==> src/rtl/uart_rx_pkg.sv <==
// Shared definitions for the UART receiver.
//   - PARITY_* : accepted values of the PARITY string parameter.
//   - rx_state_e : receive FSM states.
//   - parity_bad() : parity check of a received byte against its parity bit.
package uart_rx_pkg;

    localparam string PARITY_NONE = "NONE";
    localparam string PARITY_ODD  = "ODD";
    localparam string PARITY_EVEN = "EVEN";

    typedef enum logic [2:0] {
        ST_IDLE,
        ST_START,
        ST_DATA,
        ST_PARITY,
        ST_STOP
    } rx_state_e;

    // odd=1: data bits plus parity bit must hold an odd number of ones.
    // odd=0: they must hold an even number of ones.
    function automatic logic parity_bad(input logic [7:0] data,
                                        input logic       par,
                                        input logic       odd);
        logic sum;
        sum = ^data ^ par;
        return odd ? ~sum : sum;
    endfunction

endpackage

==> src/rtl/uart_rx_if.sv <==
// Byte-delivery interface of the UART receiver.
//   rx_data    : received byte, stable while rx_rdy=1
//   rx_rdy     : byte available, held until acknowledged
//   rx_ack     : consumer takes the byte on a clk edge with rx_rdy & rx_ack
//   parity_err : parity mismatch on the byte in rx_data
//   frame_err  : a stop bit was sampled 0 for the byte in rx_data
//   overrun    : sticky, a completed frame was dropped while rx_rdy=1
// master = receiver side, slave = consumer side.
interface uart_rx_if;

    logic [7:0] rx_data;
    logic       rx_rdy;
    logic       rx_ack;
    logic       parity_err;
    logic       frame_err;
    logic       overrun;

    modport master (
        output rx_data,
        output rx_rdy,
        output parity_err,
        output frame_err,
        output overrun,
        input  rx_ack
    );

    modport slave (
        input  rx_data,
        input  rx_rdy,
        input  parity_err,
        input  frame_err,
        input  overrun,
        output rx_ack
    );

endinterface

==> src/rtl/uart_rx_sync.sv <==
// Two-flop synchronizer for the asynchronous serial line plus a falling-edge
// detector on the synchronized value.
//   clk  : oversampling clock
//   rst  : synchronous reset, active low (all stages reset to 1 = idle line)
//   rx   : asynchronous serial input
//   rx_s : synchronized line (two flops behind rx)
//   fall : one-cycle pulse while rx_s has just gone 1 -> 0
module uart_rx_sync (
    input  logic clk,
    input  logic rst,
    input  logic rx,
    output logic rx_s,
    output logic fall
);

    logic meta;
    logic prev;

    always_ff @(posedge clk) begin
        if (!rst) begin
            meta <= 1'b1;
            rx_s <= 1'b1;
            prev <= 1'b1;
        end else begin
            meta <= rx;
            rx_s <= meta;
            prev <= rx_s;
        end
    end

    // prev is only an edge-detect delay; it does not add latency to rx_s.
    assign fall = prev & ~rx_s;

endmodule

==> src/rtl/uart_rx.sv <==
// UART receiver: start bit, 8 data bits LSB first, optional parity,
// 1 or 2 stop bits. Delivers each byte through an rdy/ack handshake with
// parity, framing and overrun status.
//   clk : oversampling clock, OVERSAMPLE x baud
//   rst : synchronous reset, active low
//   rx  : asynchronous serial line, idle high
//   bus : byte-delivery interface (master side)
// Parameters: PARITY ("NONE"/"ODD"/"EVEN"), STOP_BIT (1 or 2),
//             OVERSAMPLE (even, >= 8).
module uart_rx
    import uart_rx_pkg::*;
#(
    parameter string       PARITY     = "ODD",
    parameter int unsigned STOP_BIT   = 1,
    parameter int unsigned OVERSAMPLE = 16
) (
    input  logic        clk,
    input  logic        rst,
    input  logic        rx,
    uart_rx_if.master   bus
);

    localparam int unsigned TW      = $clog2(OVERSAMPLE);
    localparam logic [TW-1:0] LAST_TICK = TW'(OVERSAMPLE - 1);
    localparam logic [TW-1:0] MID_TICK  = TW'(OVERSAMPLE / 2 - 1);
    localparam logic [2:0]    LAST_STOP = 3'(STOP_BIT - 1);
    localparam bit            PAR_EN    = (PARITY != PARITY_NONE);
    localparam bit            PAR_ODD   = (PARITY == PARITY_ODD);

    logic            rx_s;
    logic            fall;

    rx_state_e       state, state_n;
    logic [TW-1:0]   tick, tick_n, tick_inc;
    logic [2:0]      bit_cnt, bit_n;
    logic [7:0]      shreg, shreg_n;
    logic            perr_acc, perr_n;
    logic            ferr_acc, ferr_n;
    logic            done, done_n;
    logic            bit_end;

    uart_rx_sync u_sync (
        .clk  (clk),
        .rst  (rst),
        .rx   (rx),
        .rx_s (rx_s),
        .fall (fall)
    );

    assign tick_inc = (tick == LAST_TICK) ? '0 : tick + 1'b1;
    assign bit_end  = (tick == LAST_TICK);

    always_ff @(posedge clk) begin
        if (!rst) begin
            state <= ST_IDLE;
        end else begin
            state <= state_n;
        end
    end

    // Next-state and datapath update. START realigns the tick counter to
    // mid-bit, so every later sample (tick wrap) lands at the bit centre.
    // bit_cnt counts data bits, then is reused to count stop bits.
    always_comb begin
        state_n = state;
        tick_n  = tick_inc;
        bit_n   = bit_cnt;
        shreg_n = shreg;
        perr_n  = perr_acc;
        ferr_n  = ferr_acc;
        done_n  = 1'b0;

        unique case (state)
            ST_IDLE: begin
                tick_n = '0;
                bit_n  = '0;
                if (fall) begin
                    state_n = ST_START;
                    perr_n  = 1'b0;
                    ferr_n  = 1'b0;
                end
            end
            ST_START: begin
                if (tick == MID_TICK) begin
                    tick_n  = '0;
                    state_n = rx_s ? ST_IDLE : ST_DATA;
                end
            end
            ST_DATA: begin
                if (bit_end) begin
                    shreg_n = {rx_s, shreg[7:1]};
                    bit_n   = bit_cnt + 3'd1;
                    if (bit_cnt == 3'd7) begin
                        state_n = PAR_EN ? ST_PARITY : ST_STOP;
                    end
                end
            end
            ST_PARITY: begin
                if (bit_end) begin
                    perr_n  = parity_bad(shreg, rx_s, PAR_ODD);
                    state_n = ST_STOP;
                end
            end
            ST_STOP: begin
                if (bit_end) begin
                    if (!rx_s) begin
                        ferr_n = 1'b1;
                    end
                    if (bit_cnt == LAST_STOP) begin
                        state_n = ST_IDLE;
                        done_n  = 1'b1;
                    end else begin
                        bit_n = bit_cnt + 3'd1;
                    end
                end
            end
            default: begin
                state_n = ST_IDLE;
            end
        endcase
    end

    always_ff @(posedge clk) begin
        if (!rst) begin
            tick     <= '0;
            bit_cnt  <= '0;
            shreg    <= '0;
            perr_acc <= 1'b0;
            ferr_acc <= 1'b0;
            done     <= 1'b0;
        end else begin
            tick     <= tick_n;
            bit_cnt  <= bit_n;
            shreg    <= shreg_n;
            perr_acc <= perr_n;
            ferr_acc <= ferr_n;
            done     <= done_n;
        end
    end

    // Output register. A completion with the old byte still unacknowledged
    // drops the new frame; an ack in the same cycle makes room for it.
    always_ff @(posedge clk) begin
        if (!rst) begin
            bus.rx_data    <= '0;
            bus.rx_rdy     <= 1'b0;
            bus.parity_err <= 1'b0;
            bus.frame_err  <= 1'b0;
            bus.overrun    <= 1'b0;
        end else if (done) begin
            if (!bus.rx_rdy || bus.rx_ack) begin
                bus.rx_data    <= shreg;
                bus.parity_err <= perr_acc;
                bus.frame_err  <= ferr_acc;
                bus.rx_rdy     <= 1'b1;
                bus.overrun    <= 1'b0;
            end else begin
                bus.overrun    <= 1'b1;
            end
        end else if (bus.rx_rdy && bus.rx_ack) begin
            bus.rx_rdy  <= 1'b0;
            bus.overrun <= 1'b0;
        end
    end

endmodule

==> src/flat_wrapper.sv <==
// flat-port wrapper written by rule: the top's interface ports become plain ports
module uart_rx_flat import uart_rx_pkg::*;
#(
    parameter string       PARITY     = "   ",
    parameter int unsigned STOP_BIT   = 1,
    parameter int unsigned OVERSAMPLE = 16
)
  (clk, rst, rx, bus_rx_data, bus_rx_rdy, bus_parity_err, bus_frame_err, bus_overrun, bus_rx_ack);
  uart_rx_if bus_i ();
  input  logic clk;
  input  logic rst;
  input  logic rx;
  output wire logic [$bits(bus_i.rx_data)-1:0] bus_rx_data;
  output wire logic [$bits(bus_i.rx_rdy)-1:0] bus_rx_rdy;
  output wire logic [$bits(bus_i.parity_err)-1:0] bus_parity_err;
  output wire logic [$bits(bus_i.frame_err)-1:0] bus_frame_err;
  output wire logic [$bits(bus_i.overrun)-1:0] bus_overrun;
  input wire logic [$bits(bus_i.rx_ack)-1:0] bus_rx_ack;
  assign bus_rx_data = bus_i.rx_data;
  assign bus_rx_rdy = bus_i.rx_rdy;
  assign bus_parity_err = bus_i.parity_err;
  assign bus_frame_err = bus_i.frame_err;
  assign bus_overrun = bus_i.overrun;
  assign bus_i.rx_ack = bus_rx_ack;
  uart_rx #(.PARITY(PARITY), .STOP_BIT(STOP_BIT), .OVERSAMPLE(OVERSAMPLE)) u_core (.clk(clk), .rst(rst), .rx(rx), .bus(bus_i));
endmodule
==> config.mk <==
export PLATFORM = sky130hd
export DESIGN_NAME = uart_rx_flat
export DESIGN_NICKNAME = d
export VERILOG_FILES = /design/src/rtl/uart_rx_pkg.sv /design/src/rtl/uart_rx_if.sv /design/src/rtl/uart_rx_sync.sv /design/src/rtl/uart_rx.sv /design/src/flat_wrapper.sv
export SDC_FILE = /design/constraint.sdc
export NUM_CORES = 1
export LEC_CHECK = 0
export ABC_AREA = 1
export ABC_CLOCK_PERIOD_IN_PS = 1400
export CAP_MARGIN = 20
export CORE_MARGIN = 5
export CORE_UTILIZATION = 50
export DETAILED_ROUTE_END_ITERATION = 7
export PLACE_DENSITY = 0.85
export RECOVER_POWER = 25
export SLEW_MARGIN = 20
export SYNTH_ARGS = -nofsm -noshare
export SYNTH_HDL_FRONTEND = slang
export SYNTH_SLANG_ARGS = --single-unit
==> constraint.sdc <==
create_clock -name clk -period 1.4 [get_ports clk]
set_input_delay 0.28 -clock clk [delete_from_list [all_inputs] [get_ports clk]]
set_output_delay 0.28 -clock clk [all_outputs]
set_load 0.01 [all_outputs]
# Word level (Yosys, flattened, before mapping)
# Cells that the tools add are included.
# W data, S select, Z words.
# totals
reg_bits	36
out_inout_bits	12
word_cells	83
# classes
bitwise	3
eq_ne	17
mux	28
reduce_logical	18
n_addsub	2
# op_table
operator	n
$mux W3	10
$pmux W3 S5	1
$ne A2 B1 Y1 const B	7
$mux W1	10
$pmux W3 S3	1
$mux W4	2
$pmux W4 S2	1
$reduce_and A4 Y1	2
$reduce_xor A8 Y1	1
$reduce_and A7 Y1	1
$eq A3 B2 Y1 const B	2
$eq A3 B3 Y1 const B	2
$logic_not A3 Y1	2
$ne A2 B2 Y1 const B	3
$reduce_and A2 Y1	3
$reduce_and A3 Y1	2
$reduce_bool A2 Y1	3
$add A4 B1 Y4 const B	1
$eq A4 B3 Y1 const B	1
$eq A4 B4 Y1 const B	1
$pmux W1 S2	2
$add A3 B1 Y3 const B	1
$eq A3 B1 Y1 const B	1
$reduce_bool A3 Y1	1
other kinds (7)	7

# Depth between registers and ports, before layout
# depth
depth_word	4
ltp_mapped	11
ltp_nobuf	11

# Cells and area by module
# A second synthesis with hierarchy kept.
# unflattened
hier_cells	212
hier_area_um2	1615.3
# modules_own_cells
module	n_inst	cells_per_inst	area_each_um2
uart_rx	1	201	1525.2
uart_rx_sync	1	11	90.1

# Worst setup path before layout
# Ideal clock, no wire load.
# synth_path
path_kind	flip-flop to flip-flop
from	reg u_core.tick[0]
to	reg u_core.state[1]
slack_ps	86
n_path_buf	0
t_required_ps	1287
period_less_slack_ps	1314
path_stages_with_launch	11
arrival_time_ps	1201
path_cell_list	dfxtp_1 > ha_1 > nand2_1 > inv_1 > nand2_4 > nand2_1 > nand2_1 > nor2_2 > nand2_1 > o21ai_1 > inv_1
# synth_between
elab_chain_cells	3
word_cells_on_any_way	7
cone_classes	eq/ne (6); reduce/logical (1)
# synth_rtl
item	line	rtl
start: declaration	uart_rx.sv:34	logic [TW-1:0] tick, tick_n, tick_inc;
start signal: assignment	uart_rx.sv:132	tick <= tick_n;
$eq A4 B3 Y1 or $eq A4 B4 Y1 (tied branches)	uart_rx.sv:84, uart_rx.sv:51	
$ne A2 B1 Y1 (no line)	n/a	
$reduce_and A7 Y1 (no line) (*)	n/a	
end signal: assignment	uart_rx.sv:57	state <= state_n;
end: declaration	uart_rx.sv:33	rx_state_e state, state_n;
# Every way passes the cells marked *; elsewhere a longest branch is shown, timed or not.
# A chain may end at the register's enable or synchronous reset.

# Worst setup path after layout
# layout_path
from	reg u_core.state[2]
to	reg u_core.state[2]
# layout_between
elab_chain_cells	3
word_cells_on_any_way	14
cone_classes	eq/ne (11); mux (1); reduce/logical (2)
# layout_rtl
item	line	rtl
$eq A3 B3 Y1 (tied with other cells)	uart_rx.sv:73	unique case (state)
$ne A2 B1 Y1 (no line)	n/a	
$reduce_and A7 Y1 (no line)	n/a	
# Several ways; a longest one is shown, not always the timed one.

==> summary.md <==
The number of instances in the placed design is 284. Global routing used 17.68% of the available tracks. For this run, the number of Yosys warnings is 0. The logs give 61 for the initial DRC count and 1.542 mW for the cell internal power dissipation. Per report_power, the combinational group accounts for 24.5% of the total. No sink is reached through more buffers than the 2 on the longest clock path. For the final wirelength, the log shows 3.769 mm. After detailed routing, the number of remaining DRC violations is 0.

The total count of max-transition violations in the final report was 0. Combined area of the multi-input logic cells: 812.0 um2. The worst clock skew is 7.066 ps, and the total of max-cap violations is 0.

The core area is 0.003053 mm2, and the total inserted antenna cells is 0. Across all register-to-register paths, the minimum setup slack is 10 ps. TritonCTS built the clock tree. The summed area of non-filler cells in the final layout was 0.002018 mm2; the total number of placement rows was 20. In this run, synthesis produced a sequential element count of 36. The type of the worst setup path was flip-flop to flip-flop.

For the highest attainable clock frequency, the log shows 0.7193 GHz. The H-tree was split into 2 levels. The post-placement cell area came out at 0.001859 mm2. The fraction of layout cells with a size suffix above 1 is 21.03%. The number of instances on the worst hold path works out to 1.

The run gives 2.417 mm as the HPWL after detailed placement. Number of nets in the synthesized netlist: 228. Registers take 729.5 um2. Summed over all layers, the global routing overflow is 0.

The run gives 5 as the number of CTS-inserted buffers. 16 I/O pins were placed. The power density over the cells works out to 1148 mW/mm2. The layout has 261 filler cells.

The run finished with clean final reports. The transition time at the pin with the least slew margin works out to 421.3 ps. STA classifies the critical path startpoint as a flip-flop. At the later pin of the worst-skew pair, clock insertion delay measures 350 ps.

The setup violation total in the final timing report came out at 0. In the final routed layout, each cell accounts on average for 12.73 um. The floorplan die width works out to 66.24 um. The run gives 0 as the number of hold violations in the final report. The tools report the total design power as 2.316 mW.

Measured in cells, the most critical reg-to-reg path has a length of 7. The tightest min-delay check is of the flip-flop to flip-flop type. The via density per instance came out at 5.071.

Synthesis handed over a netlist of 220 instances. The time the worst path needs with I/O delays and setup was 1390 ps; the worst IR drop on VDD was 0.8505 mV. For the worst setup path, the data arrival time is 1680 ps. The analysis attributes to net switching a power of 774.1 uW. The clock-pin transition on the worst setup and hold timing paths was 120 ps. Once the floorplan was initialized, standard cells occupied 51.80% of the core. The tools report the number of global-route vias before repair as 1,297. The root buffer cell chosen for the clock tree is sky130_fd_sc_hd__clkbuf_4. Setup total negative slack on the finished layout was measured at 0 ps. The global-route wire length before repair came out at 5.871 mm. The share of the clock period used by the worst path is 99.30%, and the fraction of power consumed by the clock network is 26.7%. The number of distinct standard cells referenced by the synthesized netlist was 24. In this run the tool buffered the top-level ports with 15 buffer cells. The terminus of the critical flop-to-flop path is u_core.state[2]. The maximum fanout count along the critical path came out at 7.

The die covers 0.004388 mm2. For the number of routed nets with antenna violations, the log shows 0. The congestion estimate from routability-driven global placement came to 0.8745. The critical hold path startpoint is u_core.u_sync.meta.

STA classifies the critical path endpoint as a flip-flop. The tools report the startpoint of the worst register-to-register path as u_core.state[2]. The run gives 0.001582 mm2 as the synthesized cell area. The initial antenna violation count is 0. The number of clock sinks seen by CTS is 36. The destination of the worst hold path was u_core.u_sync.rx_s. The logs give 0 for the cts-stage hold buffer count and 296 for the final cell count without fillers. The cell leakage power is 0.9828 nW. The net count of the finished layout is 259. The worst pin sits at a relative slew slack of 71.88%. The mean instance size in the synthesized netlist was 7.189 um2.

The final route contains 1,501 vias. Setup repair after global routing could not meet its margin everywhere. From bottom edge to top edge, the die measures 66.24 um. The switching part of the total power works out to 33.43%.

The run gives 45.57% as the sequential element share of the synthesized area. The logs give 4 for the number of detailed-routing iterations run before antenna repair and 1690 ps for the required time of the critical path. Entering global routing, the biggest net connects 23 pins. The layout overhead on the synthesized area was 27.61%; the sequential share of power was 48.8%.
-- placed cells by master (no fill, tap or decap), drive strengths merged --
cell	Yosys	routed
nand2	56	56
a22oi	2	2
nor4	2	2
ha	4	4
a211oi	1	1
dlygate4sd2	0	12
xnor2	2	2
dfxtp	36	36
inv	25	25
buf	2	14
a31oi	1	1
o21ai	21	21
clkbuf	3	7
nand3	7	7
dlygate4sd3	0	1
nor3	4	4
nor2	33	33
or2	2	2
xor2	3	3
a21oi	16	16
clkdlybuf4s50	0	2
clkinvlp	0	1
-- cell type report --
class                           count  area share [%]
Clock buffer                        7           2.728
Clock inverter                      1          0.3720
Multi-Input combinational cell    154           40.24
Tap cell                           44           2.728
Sequential cell                    36           36.14
Timing Repair Buffer               29           13.14
Inverter                           25           4.650
-- cell families (layout without fill, tap and decap cells) --
logic type,Yosys count,in the layout,synth area share (%)
AO/OA/AOI/OAI,41,41,13.53
XOR/XNOR,5,5,2.769
adder cells (fa/ha/maj),4,4,3.165
buffers and inverters,30,62,7.674
flip-flops,36,36,45.57
AND/OR/NAND/NOR,104,104,27.29
-- flip-flops by register name (all words and copies together) (netlist names), 3 cells and up --
| register | count |
|---|---|
| u_core.bus.rx_data | 8 |
| u_core.shreg | 8 |
| u_core.tick | 4 |
| u_core.bit_cnt | 3 |
| u_core.state | 3 |
-- power groups by stage --
stage          clock network, mW  registers [mW]  logic, mW
2_1_floorplan                  0            1.12      0.305
3_3_place_gp                   0            1.13      0.415
3_5_place_dp                   0            1.14      0.428
4_1_cts                    0.625            1.12      0.439
5_1_grt                    0.687            1.14      0.639
6_report                   0.619            1.13      0.568
-- critical path, cell delays in order, from the launching register on --
cell and delay, ps:
sky130_fd_sc_hd__dfxtp_2 380, sky130_fd_sc_hd__nor2_1 140, sky130_fd_sc_hd__nand2_1 180, sky130_fd_sc_hd__a21oi_1 290, sky130_fd_sc_hd__nor2_4 80, sky130_fd_sc_hd__nand2_2 90, sky130_fd_sc_hd__nand2_1 60, sky130_fd_sc_hd__a21oi_1 110
-- repair_timing --
action	CTS	global route
buffers inserted	2	2
setup endpoints to repair	18	14
pin swaps	1	7
resized for setup	16	27
-- routing by layer --
layer	GRT usage (%)	part of all wire (%)
met1	23.52	46
met2	27.01	49
met3	4.762	3.6
met4	6.853	2.1
met5	0	0
-- synthesized netlist by cell type --
| cell type | number | share of area (%) |
|---|---|---|
| sky130_fd_sc_hd__a211oi_1 | 1 | 0.47 |
| sky130_fd_sc_hd__a21oi_1 | 16 | 5.1 |
| sky130_fd_sc_hd__a22oi_1 | 2 | 0.95 |
| sky130_fd_sc_hd__a31oi_1 | 1 | 0.40 |
| sky130_fd_sc_hd__buf_2 | 1 | 0.32 |
| sky130_fd_sc_hd__buf_6 | 1 | 0.71 |
| sky130_fd_sc_hd__clkbuf_1 | 3 | 0.71 |
| sky130_fd_sc_hd__dfxtp_1 | 36 | 46 |
| sky130_fd_sc_hd__ha_1 | 4 | 3.2 |
| sky130_fd_sc_hd__inv_1 | 23 | 5.5 |
| sky130_fd_sc_hd__inv_2 | 2 | 0.47 |
| sky130_fd_sc_hd__nand2_1 | 55 | 13 |
| sky130_fd_sc_hd__nand2_4 | 1 | 0.71 |
| sky130_fd_sc_hd__nand3_1 | 7 | 2.2 |
| sky130_fd_sc_hd__nor2_1 | 31 | 7.4 |
| sky130_fd_sc_hd__nor2_2 | 1 | 0.40 |
| sky130_fd_sc_hd__nor2_4 | 1 | 0.71 |
| sky130_fd_sc_hd__nor3_1 | 4 | 1.3 |
| sky130_fd_sc_hd__nor4_1 | 2 | 0.79 |
| sky130_fd_sc_hd__o21ai_0 | 18 | 5.7 |
| sky130_fd_sc_hd__o21ai_1 | 3 | 0.95 |
| sky130_fd_sc_hd__or2_2 | 2 | 0.79 |
| sky130_fd_sc_hd__xnor2_1 | 2 | 1.1 |
| sky130_fd_sc_hd__xor2_1 | 3 | 1.7 |
-- how the worst max path moves through the flow --
stage,from,end,slack [ps],cells after the start
global placement,rst,u_core.u_sync.rx_s,-30,3
detailed placement,bus_rx_ack,u_core.bus.parity_err,-90,6
CTS,u_core.tick[0],u_core.state[1],2,10
floorplan,u_core.tick[0],u_core.state[1],90,10
finish,u_core.state[2],u_core.state[2],10,7
global route,u_core.state[2],u_core.state[0],-100,7
-- per-stage QoR --
| step | setup WS, ps | util [%] | hold WS, ps |
|---|---|---|---|
| floorplan | 86.04 | - | 379.1 |
| global placement | -34.40 | 60.90 | 395.2 |
| detailed placement | -88.61 | 60.90 | 397.7 |
| CTS | 2.310 | 63.16 | 424.3 |
| global route | -96.77 | 66.11 | 447.4 |
| finish | 9.751 | 66.11 | 426.3 |
Power figures use the tool's default switching activity.
==> patch 1 (config.mk and constraints unchanged) <==
Take the reset off `shreg` and load it in a clocked block of its own.
--- a/src/rtl/uart_rx.sv
+++ b/src/rtl/uart_rx.sv
@@ -125,5 +125,4 @@
             tick     <= '0;
             bit_cnt  <= '0;
-            shreg    <= '0;
             perr_acc <= 1'b0;
             ferr_acc <= 1'b0;
@@ -132,9 +131,12 @@
             tick     <= tick_n;
             bit_cnt  <= bit_n;
-            shreg    <= shreg_n;
             perr_acc <= perr_n;
             ferr_acc <= ferr_n;
             done     <= done_n;
         end
+    end
+
+    always_ff @(posedge clk) begin
+        shreg <= shreg_n;
     end
 
Check against the original RTL: same outputs for any inputs over 10 cycles, from zero or initial values and one cycle with rst low; that may be too few to reach the edited logic, so the function may still have changed.
==> patch 1 against the original RTL <==
- the run now ends with setup timing left
- sequential cell count did not move
- power increased by 13%
- first-iteration DRC count is 64% higher
- setup slack lost 0.048 ns
- cell area increased by 8.9%
- die area increased by 2.8%
- wire length down 0.80%
- synthesized area up 3.2%
- critical path type unchanged
- largest cell class is now registers
- highest routed layer unchanged
==> patch 1: results <==
group,metric,value,unit
status,status,"finished with violations",
status,violations,"setup timing",
place,gp_congestion,0.915,
timing,setup-violations-final,2,
setup_path,path_max_fanout,3,
place,place_inst,278,
yosys,ys_warn_count,0,
detailed_routing,via_per_inst,5.00,
grt,antenna_found_initial,0,
grt,grt_usage,18.4,%
grt,grt_max_degree,13,
yosys,ys_types,27,
timing,worst_slack,-0.0382,ns
setup_path,rr_endpoint,"u_core.state[0]",
setup_path,critical_path_arrival,1.70,ns
power_and_ir_drop,vdd_drop_max,0.000744,V
place,dp_hpwl,2570,µm
detailed_routing,drtIter0Drc,100,
power_and_ir_drop,leakage,1.10,nW
place,port_buffers,15,
yosys,synth_edf_count,8,
yosys,synthFlopType,"dfxtp_1",
detailed_routing,wire_per_inst,12.5,µm
setup_path,reg2reg_depth,10,
timing,tns,-0.0383,ns
yosys,synth_seq_area_share,49.0,%
setup_path,regToRegStartpoint,"u_core.bit_cnt[0]",
setup_path,rrSetupSlack,-0.04,ns
setup_path,max_stage_delay,0.34,ns
cells_and_area,fin_nets,261,
yosys,synth_area_leaders,"dfxtp_1 (34%), edfxtp_1 (15%), nand2_1 (10%), nor2_1 (6.2%), inv_1 (6.0%)",
yosys,synthCells,208,
yosys,synthTopCellsByCount,"nand2_1 (44), dfxtp_1 (28), nor2_1 (27)",
cells_and_area,drive_above_1_share,29.1,%
timing,clock_skew,0.0192,ns
grt,grt_pass1_wl,6110,µm
timing,worstMarginPinSlew,0.294,ns
detailed_routing,dr_total_vias,1491,
cells_and_area,fillers,258,
[patch 1: stage by stage]
stage / setup slack (ns) / util (%) / area, µm² / hold slack (ns)
after detailed placement: -0.109 / 63.0 / 1960 / 0.411
after global routing: -0.128 / 70.8 / 2200 / 0.470
after CTS: 0.0121 / 66.2 / 2050 / 0.435
final: -0.0382 / 70.8 / 2200 / 0.433
after floorplan: 0.0348 / - / 1640 / 0.379
after global placement: 0.000462 / 63.0 / 1960 / 0.395
[patch 1: cells by family (layout without fill, tap and decap cells)]
kind of cell	Yosys count	after routing	share of synthesized area, %
compound gates	31	31	10.2
xor+xnor	4	4	2.15
buf+inv	33	79	7.97
flops	36	36	49.0
simple gates	100	100	27.6
fa+ha+maj	4	4	3.07
[patch 1: power by group]
part / internal (mW) / switching (mW) / leakage, nW
combinational: 0.310 / 0.398 / 0.756
sequential: 1.11 / 0.0557 / 0.301
clock: 0.372 / 0.369 / 0.0412
[patch 1: cell type report]
class / instances / area share (%)
repair buffers: 41 / 16.3
flip-flops and latches: 36 / 36.8
inverters: 30 / 5.24
multi-input cells: 139 / 35.5
clock inverters: 3 / 1.94
clock buffers: 5 / 1.71
well taps: 44 / 2.50
[patch 1: metal layers]
metal | vias to the layer above | routed length (µm) | global-route usage, %
met3 | 12 | 185 | 4.16
met5 | - | 0 | 0
met2 | 37 | 1790 | 29.2
met4 | 0 | 108 | 13.4
li1 | 755 | - | -
met1 | 687 | 1660 | 21.7
[patch 1: timing repair]
action / in CTS / in global routing
endpoints found under the setup margin: 22 / 8
setup buffers: 1 / 11
pin swaps: 1 / 7
resized for setup: 20 / 21
[patch 1: how the worst max path moves through the flow]
stage                                  to              start
floorplan                 u_core.shreg[0]     u_core.tick[0]
global placement          u_core.state[1]     u_core.tick[0]
detailed placement  u_core.bus.rx_data[4]         bus_rx_ack
CTS                     u_core.bit_cnt[2]  u_core.bit_cnt[0]
global route            u_core.bit_cnt[2]  u_core.bit_cnt[0]
finish                    u_core.state[0]  u_core.bit_cnt[0]
==> patch 2 (same flow settings) <==
Without the edit above. `OVERSAMPLE` is set to 16 in 2 places; all go to 32.
--- a/src/rtl/uart_rx.sv
+++ b/src/rtl/uart_rx.sv
@@ -13,5 +13,5 @@
     parameter string       PARITY     = "ODD",
     parameter int unsigned STOP_BIT   = 1,
-    parameter int unsigned OVERSAMPLE = 16
+    parameter int unsigned OVERSAMPLE = 32
 ) (
     input  logic        clk,
--- a/src/flat_wrapper.sv
+++ b/src/flat_wrapper.sv
@@ -4,5 +4,5 @@
     parameter string       PARITY     = "   ",
     parameter int unsigned STOP_BIT   = 1,
-    parameter int unsigned OVERSAMPLE = 16
+    parameter int unsigned OVERSAMPLE = 32
 )
   (clk, rst, rx, bus_rx_data, bus_rx_rdy, bus_parity_err, bus_frame_err, bus_overrun, bus_rx_ack);
Check against the original RTL: no difference found for any inputs over 10 cycles, from zero or initial values and one cycle with rst low; that may be too few to reach the edited logic, so the function may still have changed.
==> patch 2 against the original RTL <==
- the flow now finishes with violations (setup timing)
- synthesized area rose by 9.2%
- maximum frequency down 9.7%
- wire length shrank 3.8%
- largest cell class unchanged
- sequential cell count rose by 1
- cell area is 14% higher
- setup slack worse by 0.15 ns
- utilization rose by 2.5 points
Power is not compared: it rests on default switching activity, and its combinational part moved more than twofold at a synthesized area within 25%.
==> patch 2: results <==
group,metric,value,unit
setup_path,regToRegStartpoint,"u_core.tick[1]",
cells_and_area,fin_nets,279,
detailed_routing,wire_per_inst,11.5,µm
timing,setup-violations-final,8,
place,dp_hpwl,2470,µm
place,place_area,2060,µm²
grt,grt_pass1_wl,5760,µm
yosys,synthTopCellsByCount,"nand2_1 (39), dfxtp_1 (37), nor2_1 (27)",
grt,grt_max_degree,22,
place,place_inst,297,
setup_path,critical_path_arrival,1.82,ns
status,violations,"setup timing",
yosys,synth_seq_area_share,42.9,%
status,status,"finished with violations",
timing,hold_ws,0.426,ns
timing,clock_skew,0.0147,ns
clock_tree,cts_setup_buffers,4,
yosys,synth_area_leaders,"dfxtp_1 (43%), nand2_1 (8.5%), o21ai_0 (6.1%), nor2_1 (5.9%), ha_1 (5.8%)",
setup_path,reg2reg_depth,12,
yosys,synth_fa_ha_area_share,5.80,%
place,gp_congestion,0.910,
grt,grt_pass1_vias,1361,
timing,worst_slack,-0.140,ns
detailed_routing,dr_total_vias,1522,
cells_and_area,largestRegisters,"u_core.bus.rx_data (8), u_core.shreg (8), u_core.tick (5)",
cells_and_area,fillers,253,
## patch 2: area by class of cell
cell class / count / area [µm²] / share of cell area (%)
Clock buffer: 6 / 51.3 / 2.24
Sequential cell: 37 / 743 / 32.4
Tap cell: 46 / 57.6 / 2.51
Clock inverter: 2 / 37.5 / 1.64
Timing Repair Buffer: 36 / 292 / 12.7
Inverter: 31 / 121 / 5.30
Multi-Input combinational cell: 156 / 988 / 43.1
## patch 2: worst reg2reg max path, cell delays in order, from the launching register on
cell and delay (ns):
dfxtp_2 0.35, ha_4 0.17, nand3_4 0.09, inv_4 0.05, ha_4 0.17, inv_4 0.06, nand2_4 0.07, buf_4 0.15
nand3_2 0.06, nand2_1 0.06, nand2_1 0.06, nand2_1 0.05, a21oi_1 0.13
## patch 2: metal layers
layer,vias up,routed length (µm),global-route usage [%]
met5,-,0,0
met4,0,95,9.49
met3,9,127,4.70
met2,25,1760,26.6
met1,691,1640,20.3
li1,797,-,-
